### src/rtl/vga_dac_out.sv
// vga_dac_out: registers RGB for the ADV7123, applies blanking, detects sync polarity and normalises syncs to active-low
module vga_dac_out #(
  parameter int BPP    = 8,
  parameter int HCNT_W = 12,
  parameter int VCNT_W = 11
) (
  input  logic           clk_vid,
  input  logic           reset,
  input  logic           ce_pix,
  input  logic [BPP-1:0] in_r,
  input  logic [BPP-1:0] in_g,
  input  logic [BPP-1:0] in_b,
  input  logic           in_hs,
  input  logic           in_vs,
  input  logic           in_de,
  input  logic           forced_blank,
  input  logic           csync_en,
  output logic [BPP-1:0] VGA_R,
  output logic [BPP-1:0] VGA_G,
  output logic [BPP-1:0] VGA_B,
  output logic           VGA_HS,
  output logic           VGA_VS,
  output logic           VGA_BLANK_N,
  output logic           VGA_SYNC_N,
  output logic           hs_pol,
  output logic           vs_pol
);
  logic [BPP-1:0] s1_r, s1_g, s1_b;
  logic s1_hs, s1_vs, s1_de, s1_fb, hs_prev, vs_prev;
  logic [HCNT_W-1:0] hi_cnt, lo_cnt, hi_len;
  logic [VCNT_W-1:0] vhi_cnt, vlo_cnt, vhi_len;
  logic hi_valid, vhi_valid, det_hs, det_vs;
  logic h_rise, h_fall, v_rise, v_fall, v_edge, blank;
  logic hs_pol_n, vs_pol_n, hs_act, vs_act;
  assign VGA_SYNC_N = 1'b0;
  always_comb begin
    h_rise   = s1_hs & ~hs_prev;
    h_fall   = ~s1_hs & hs_prev;
    v_rise   = s1_vs & ~vs_prev;
    v_fall   = ~s1_vs & vs_prev;
    v_edge   = s1_vs ^ vs_prev;
    blank    = ~s1_de | s1_fb;
    hs_pol_n = v_edge ? det_hs : hs_pol;
    vs_pol_n = v_edge ? det_vs : vs_pol;
    hs_act   = s1_hs ^ ~hs_pol_n;
    vs_act   = s1_vs ^ ~vs_pol_n;
  end
  // The low phase that just ended is compared as it is captured, so the first full line already decides det_hs.
  always_ff @(posedge clk_vid) begin
    if (reset) begin
      {s1_r, s1_g, s1_b} <= '0;
      {s1_hs, s1_vs, s1_de, s1_fb, hs_prev, vs_prev} <= '0;
      {hi_cnt, lo_cnt, hi_len} <= '0;
      {vhi_cnt, vlo_cnt, vhi_len} <= '0;
      {hi_valid, vhi_valid, det_hs, det_vs, hs_pol, vs_pol} <= '0;
      {VGA_R, VGA_G, VGA_B} <= '0;
      VGA_HS      <= 1'b1;
      VGA_VS      <= 1'b1;
      VGA_BLANK_N <= 1'b0;
    end else if (ce_pix) begin
      s1_r    <= in_r;
      s1_g    <= in_g;
      s1_b    <= in_b;
      s1_hs   <= in_hs;
      s1_vs   <= in_vs;
      s1_de   <= in_de;
      s1_fb   <= forced_blank;
      hs_prev <= s1_hs;
      vs_prev <= s1_vs;
      hi_cnt  <= h_fall ? HCNT_W'(1) : (s1_hs && hi_cnt != '1) ? hi_cnt + 1'b1 : hi_cnt;
      lo_cnt  <= h_rise ? HCNT_W'(1) : (!s1_hs && lo_cnt != '1) ? lo_cnt + 1'b1 : lo_cnt;
      if (h_fall) begin
        hi_len   <= hi_cnt;
        hi_valid <= 1'b1;
      end
      if (h_rise && hi_valid && hi_len != lo_cnt)
        det_hs <= hi_len < lo_cnt;
      vhi_cnt <= v_fall ? VCNT_W'(1) : (h_rise && s1_vs && vhi_cnt != '1) ? vhi_cnt + 1'b1 : vhi_cnt;
      vlo_cnt <= v_rise ? VCNT_W'(1) : (h_rise && !s1_vs && vlo_cnt != '1) ? vlo_cnt + 1'b1 : vlo_cnt;
      if (v_fall) begin
        vhi_len   <= vhi_cnt;
        vhi_valid <= 1'b1;
      end
      if (v_rise && vhi_valid && vhi_len != vlo_cnt)
        det_vs <= vhi_len < vlo_cnt;
      hs_pol      <= hs_pol_n;
      vs_pol      <= vs_pol_n;
      VGA_R       <= blank ? '0 : s1_r;
      VGA_G       <= blank ? '0 : s1_g;
      VGA_B       <= blank ? '0 : s1_b;
      VGA_BLANK_N <= ~blank;
      VGA_HS      <= csync_en ? ~(hs_act ^ vs_act) : ~hs_act;
      VGA_VS      <= csync_en ? 1'b1 : ~vs_act;
    end
  end
endmodule

### config.mk
export PLATFORM = sky130hd
export DESIGN_NAME = vga_dac_out
export DESIGN_NICKNAME = d
export VERILOG_FILES = /design/src/rtl/vga_dac_out.sv
export SDC_FILE = /design/constraint.sdc
export NUM_CORES = 1
export LEC_CHECK = 0
export BUFFER_PORTS_ARGS = -buffer_cell sky130_fd_sc_hd__buf_4
export CAP_MARGIN = 40
export CORE_UTILIZATION = 55
export CTS_BUF_LIST = sky130_fd_sc_hd__clkbuf_8
export DETAILED_ROUTE_END_ITERATION = 7
export PLACE_DENSITY = 0.83
export SYNTH_ARGS = -nofsm -noshare
export SYNTH_HDL_FRONTEND = slang
export SYNTH_SLANG_ARGS = --single-unit
### constraint.sdc
create_clock -name clk_vid -period 1.8 [get_ports clk_vid]
set_input_delay 0.09 -clock clk_vid [delete_from_list [all_inputs] [get_ports clk_vid]]
set_output_delay 0.09 -clock clk_vid [all_outputs]
set_load 0.03 [all_outputs]
==> out/metrics.cfg, run 1 <==
[logic_synthesis]
post-synth-top-count-cell=dfxtp_1
yosysTopAreaCellShare_pct=42.8
synth_cell_type_count=76
yosysSeqAreaShare_pct=42.8
synth_nets=772
synthTopCellsByArea=dfxtp_1, mux2i_1, ha_1, nand2_1, a21oi_1
syn_area_per_cell_um2=8.69
yosysWarnings=0
syn_inst=711
yosysTopAreaCell=dfxtp_1
ys_seq_elements=132
synth_edf_count=0
synth_area_um2=6180
synthTopCellsByCount=dfxtp_1, nand2_1, nor2_1, a21oi_1, mux2i_1
async_flop_share_pct=0
synth_flop_cell=dfxtp_1

[clocking]
cts_made_buffers=17
cts_tree=yes
cts.clk_slew.worst_paths_ns=0.07
clkSinkCount=132
htree_num_levels=4
clock_latency_ns=0.45
cts_buffer_depth=2
cts_root_buf=clkbuf_8

[grt]
grt_max_degree=76
grt_pass1_wl_um=28400
grt_pass1_vias=5969
grtUsageMet3_pct=7.96
grt-ovfl-total=0
grtUsageMet2_pct=51.0
antenna_found_initial=0
grtUsageTotal_pct=31.3
use_met1_pct=37.7
grt_most_used_layer=met2

[drt]
post-route-drc-count=0
drtIter0Drc=389
via_per_inst=6.09
ant_nets=0
wl_per_cell_um=17.1
vias=6107
wl_um=17200
first_pass_iters=5

[timing]
fin_crit_ns=1.77
finClkSkew_ns=0.0101
rsz0062_at_grt=true
setup_violations=0
fin_setup_tns_ns=0
worst_slew_pin_slew_ns=0.638
drv_slew=0
slew_headroom_pct=57.3
finalCritPeriodShare_pct=98.5
fmax_ghz=0.564
hold_viol_final=0

[worst_setup_path]
crit_type=reg2reg
arrival_ns=2.15
cpMaxStageDelayCell=a2111oi_1
worst-path-max-fanout=4
cp-start-kind=register
cp-end-kind=register
cpLargestDelayFamily=compound AO/OA/AOI/OAI gates
critPathMaxStageDelay_ns=0.52
critical_path.cell_chain=ha_2 -> nand4_1 -> o31ai_4 -> a2111oi_1 -> buf_4 -> mux2i_1
worst_ep_required_time_ns=2.18
crit_buf_inv=1

[die]
dieArea_um2=11700
fp.dieW_um=108
fp-row-count=38
fp.coreArea_um2=10900
ioPinCount=62
start_util_pct=56.7
fp.dieH_um=108

[power]
ir_drop_uv=801
finalPower_uw=5930
powerDensity_nw_per_um2=746
power_leakage_uw=0.00319

[final_layout]
antenna_cells=0
area_delta_synth_final_pct=28.5
nets=913
drive_above_1_share_pct=22.2

[placement]
hpwl_um=11500
gp_congestion=0.910
numPortBuffers=60

[worst_hold_path]
holdCritPathClass=in2reg

[run_status]
status=finished, final reports clean

[flow_run]
maxCapViolations=0

## timing repair
| item | in CTS | in global routing |
|---|---|---|
| resized for setup | 5 | 15 |
| hold buffers | 30 | 0 |
| endpoints found under the setup margin | 12 | 14 |
| pin swaps | 0 | 1 |
| setup buffers | 0 | 1 |
| hold endpoints to repair | 33 | 0 |
## flip-flops by register name, summed over array words and instances, names as in the netlist, 8 cells and up
name and cells:
s1_g 8, s1_r 8, VGA_B 8, lo_cnt 12, VGA_G 8, vhi_len 11, vlo_cnt 11, VGA_R 8
vhi_cnt 11, hi_len 12, s1_b 8, hi_cnt 12
## worst register-to-register path, cell delays in order (launching register included)
cell and delay [ns]:
dfxtp_1 0.35, ha_2 0.21, nand4_1 0.18, o31ai_4 0.09, a2111oi_1 0.52, buf_4 0.20, mux2i_1 0.16
## cell type report
class | instances | area [µm²]
well taps | 140 | 175
fillers | 747 | 2950
repair buffers | 161 | 1300
flip-flops and latches | 132 | 2650
clock inverters | 12 | 103
multi-input cells | 509 | 3350
clock buffers | 18 | 248
inverters | 31 | 116
## final timing paths
kind | start | endpoint | slack, ns | cells after the start
worst max-delay path | lo_cnt[1]$_SDFFE_PP0P_ | lo_cnt[6]$_SDFFE_PP0P_ | 0.03 | 6
worst min-delay path | ce_pix | det_vs$_SDFFE_PP0P_ | 0.08 | 3
worst max register to register | lo_cnt[1]$_SDFFE_PP0P_ | lo_cnt[6]$_SDFFE_PP0P_ | 0.03 | 6
worst min register to register | hi_len[0]$_SDFFE_PP0P_ | hi_len[0]$_SDFFE_PP0P_ | 0.46 | 2
## stage by stage
stage                     instance area [µm²]  worst slack [ns]  instances  utilization, %  hold slack, ns
final                                    7940            0.0277       1003            72.9          0.0840
after global routing                     7940           -0.0287       1003            72.9          0.0920
after CTS                                7870            0.0292       1002            72.3          0.0556
after detailed placement                 7200           -0.0910        942            66.2           0.335
after global placement                   7200            0.0412        942            66.2           0.325
after floorplan                          6200           0.00377        711               -           0.237
## per-layer routing
layer / up-vias / part of all wire, %
li1: 2885 / -
met1: 2909 / 42
met2: 259 / 48
met3: 54 / 7.1
met4: 0 / 3.5
met5: - / 0
## kinds of logic (layout without fill, tap and decap cells)
group | Yosys count | after routing | share of synthesized area [%]
AND/OR/NAND/NOR | 268 | 268 | 21.2
multiplexers | 37 | 37 | 5.99
other | 1 | 1 | 0.0607
AO/OA/AOI/OAI | 171 | 171 | 19.1
flip-flops | 132 | 132 | 42.8
adder cells (fa/ha/maj) | 29 | 29 | 5.87
buffers and inverters | 70 | 222 | 4.56
XOR/XNOR | 3 | 3 | 0.425
## power breakdown
group,internal [µW],switching (µW)
sequential,2980,48.4
combinational,260,306
clock,1210,1120
total,4450,1480
## placed cells by master, fill, tap and decap left out, types with 3 or more instances in the layout
cell type,Yosys,routed
buf_4,2,130
dfxtp_1,132,127
nand2_1,82,82
nor2_1,77,77
a21oi_1,59,58
inv_1,30,36
mux2i_1,37,36
dlygate4sd3_1,0,30
ha_1,29,27
a22oi_1,24,24
nand3_1,20,20
clkbuf_8,0,18
nor3_1,17,16
nand4_1,13,13
o31ai_1,12,12
a31oi_1,9,9
or4_1,9,8
nor4_1,9,8
o21ai_0,7,7
o211ai_1,7,7
or2_2,5,5
dfxtp_2,0,5
and3_1,4,4
a211oi_1,4,4
o22a_1,4,4
clkinv_2,0,4
or3_1,4,3
a41oi_1,3,3
a211o_1,3,3
a21o_1,3,3
and2_1,3,3
nand4b_1,3,3
xnor2_1,3,3
(Power assumes the default switching activity.)
==> run 2: changes to the inputs <==
--- a/config.mk
+++ b/config.mk
@@ -10,6 +10,7 @@
 export CORE_UTILIZATION = 55
 export CTS_BUF_LIST = sky130_fd_sc_hd__clkbuf_8
 export DETAILED_ROUTE_END_ITERATION = 7
+export GPL_TIMING_DRIVEN = 0
 export PLACE_DENSITY = 0.83
 export SYNTH_ARGS = -nofsm -noshare
 export SYNTH_HDL_FRONTEND = slang
==> out/metrics.cfg, run 2 (synthesized netlist as in run 1, its figures left out) <==
[timing]
setup_violations=0
fmax_ghz=0.565
finClkSkew_ns=0.0154
holdWs_ns=0.249
fin_setup_tns_ns=0
fin_crit_ns=1.77
drv_slew=0
rsz0062_at_grt=true
slew_headroom_pct=56.0
hold_viol_final=0
finalCritPeriodShare_pct=98.4
worst_slew_pin_slew_ns=0.660

[worst_setup_path]
critical_path.cell_chain=ha_4 -> and4_4 -> a31o_2 -> clkbuf_4 -> or4_1 -> a21oi_1
critPathMaxStageDelay_ns=0.41
cp-start-kind=register
reg2reg_setup_slack_ns=0.03
r2r_cells=6
crit_buf_inv=1
path_depth=6
crit_type=reg2reg
crit_path_end=vhi_cnt[2]$_SDFFE_PP0P_
cp-end-kind=register
cpLargestDelayFamily=simple AND/OR/NAND/NOR gates
reg2reg_from=vhi_cnt[0]$_SDFFE_PP0P_
arrival_ns=2.13
cp-startpoint=vhi_cnt[0]$_SDFFE_PP0P_
r2r-end=vhi_cnt[2]$_SDFFE_PP0P_
worst_ep_required_time_ns=2.16
cpMaxStageDelayCell=or4_1
worst-path-max-fanout=10

[die]
fp.dieH_um=108
fp.dieW_um=108
fp-row-count=38
ioPinCount=62
start_util_pct=56.7
dieArea_um2=11700
fp.coreArea_um2=10900

[clocking]
cts_made_buffers=17
cts_buffer_depth=2
htree_num_levels=4
clock_latency_ns=0.44
cts_root_buf=clkbuf_8
cts_tree=yes
cts.clk_slew.worst_paths_ns=0.07
clkSinkCount=132

[final_layout]
nets=889
antenna_cells=0
fin_util_pct=72.5
final_cell_mix=dfxtp_1, nand2_1, nor2_1
area_delta_synth_final_pct=27.7
final_common_cell=dfxtp_1
n_fill_cell=718
top_regs=hi_cnt (12), hi_len (12), lo_cnt (12)
drive_above_1_share_pct=21.3

[power]
ir_drop_uv=582
powerDensity_nw_per_um2=792
finalPower_uw=6250
power_leakage_uw=0.00302

[grt]
grtUsageTotal_pct=31.9
grt_max_degree=17
grt_pass1_wl_um=29000
grtUsageMet2_pct=53.8
antenna_found_initial=0
grt-ovfl-total=0
grtUsageMet3_pct=7.29
grt_most_used_layer=met2
grt_pass1_vias=5922
use_met1_pct=38.3

[drt]
vias=6159
wl_per_cell_um=18.9
wl_um=18500
ant_nets=0
via_per_inst=6.28
first_pass_iters=8
post-route-drc-count=0
drtIter0Drc=531

[flow_run]
maxCapViolations=0

[worst_hold_path]
hp-start=ce_pix
holdCritPathClass=in2reg

[placement]
hpwl_um=11400
numPortBuffers=58
gp_congestion=0.936

[run_status]
status=finished, final reports clean

run 2: cell count changes in the layout (fill, tap and decap cells not counted), sizes merged:
cell and change:
buf -45, bufinv +1, clkbuf +23, clkinv +3
clkinvlp +2, dlygate4sd3 -1, inv -5
run 2: worst min path at each step:
stage                     cells past startpoint                  endpoint  slack [ns]
after floorplan                               2        s1_de$_SDFFE_PP0P_        0.24
after global placement                        3        s1_vs$_SDFFE_PP0P_        0.32
after detailed placement                      3        s1_hs$_SDFFE_PP0P_        0.33
after CTS                                     5  vlo_cnt[10]$_SDFFE_PP0P_        0.21
after global routing                          5  vlo_cnt[10]$_SDFFE_PP0P_        0.27
final                                         4   vlo_cnt[3]$_SDFFE_PP0P_        0.25
run 2: metal layers:
| layer | up-vias | wire length, µm | part of all wire (%) |
|---|---|---|---|
| met3 | 74 | 1330 | 7.2 |
| met4 | 0 | 746 | 4.0 |
| met1 | 2927 | 7420 | 40 |
| met5 | - | 0 | 0 |
| met2 | 322 | 9000 | 49 |
| li1 | 2836 | - | - |
run 2: area by class of cell:
cell class / count / area, µm² / area share, %
Multi-Input combinational cell: 509 / 3480 / 44.1
Sequential cell: 132 / 2680 / 34.0
Timing Repair Buffer: 103 / 850 / 10.8
Clock buffer: 19 / 262 / 3.31
Tap cell: 140 / 175 / 2.22
Buffer: 34 / 169 / 2.14
Clock inverter: 13 / 159 / 2.01
Inverter: 31 / 116 / 1.47
run 2: power by group:
group          switching (µW)  total, µW  internal (µW)
registers                65.9       3040           2980
clock network            1200       2640           1440
logic                     318        562            244
total                    1590       6250           4660
run 2: through the flow:
step / std cells / setup slack [ns] / instance area, µm²
2_1_floorplan: 711 / 0.00377 / 6200
3_3_place_gp: 909 / -0.276 / 6810
3_5_place_dp: 909 / -0.393 / 6810
4_1_cts: 980 / 0.00619 / 7750
5_1_grt: 981 / -0.0264 / 7890
6_report: 981 / 0.0297 / 7890
run 2: worst min-delay path: cells and delay by family:
family | cells | cell delay, ns
simple gates | 2 | 0.24
buf+inv | 1 | 0.18
compound gates | 1 | 0.15
run 2: what timing repair did:
item / CTS / global route
hold buffers: 29 / 0
buffers inserted: 14 / 2
endpoints found under the setup margin: 86 / 56
resized for setup: 37 / 36
pin swaps: 4 / 2
endpoints found under the hold margin: 29 / 0
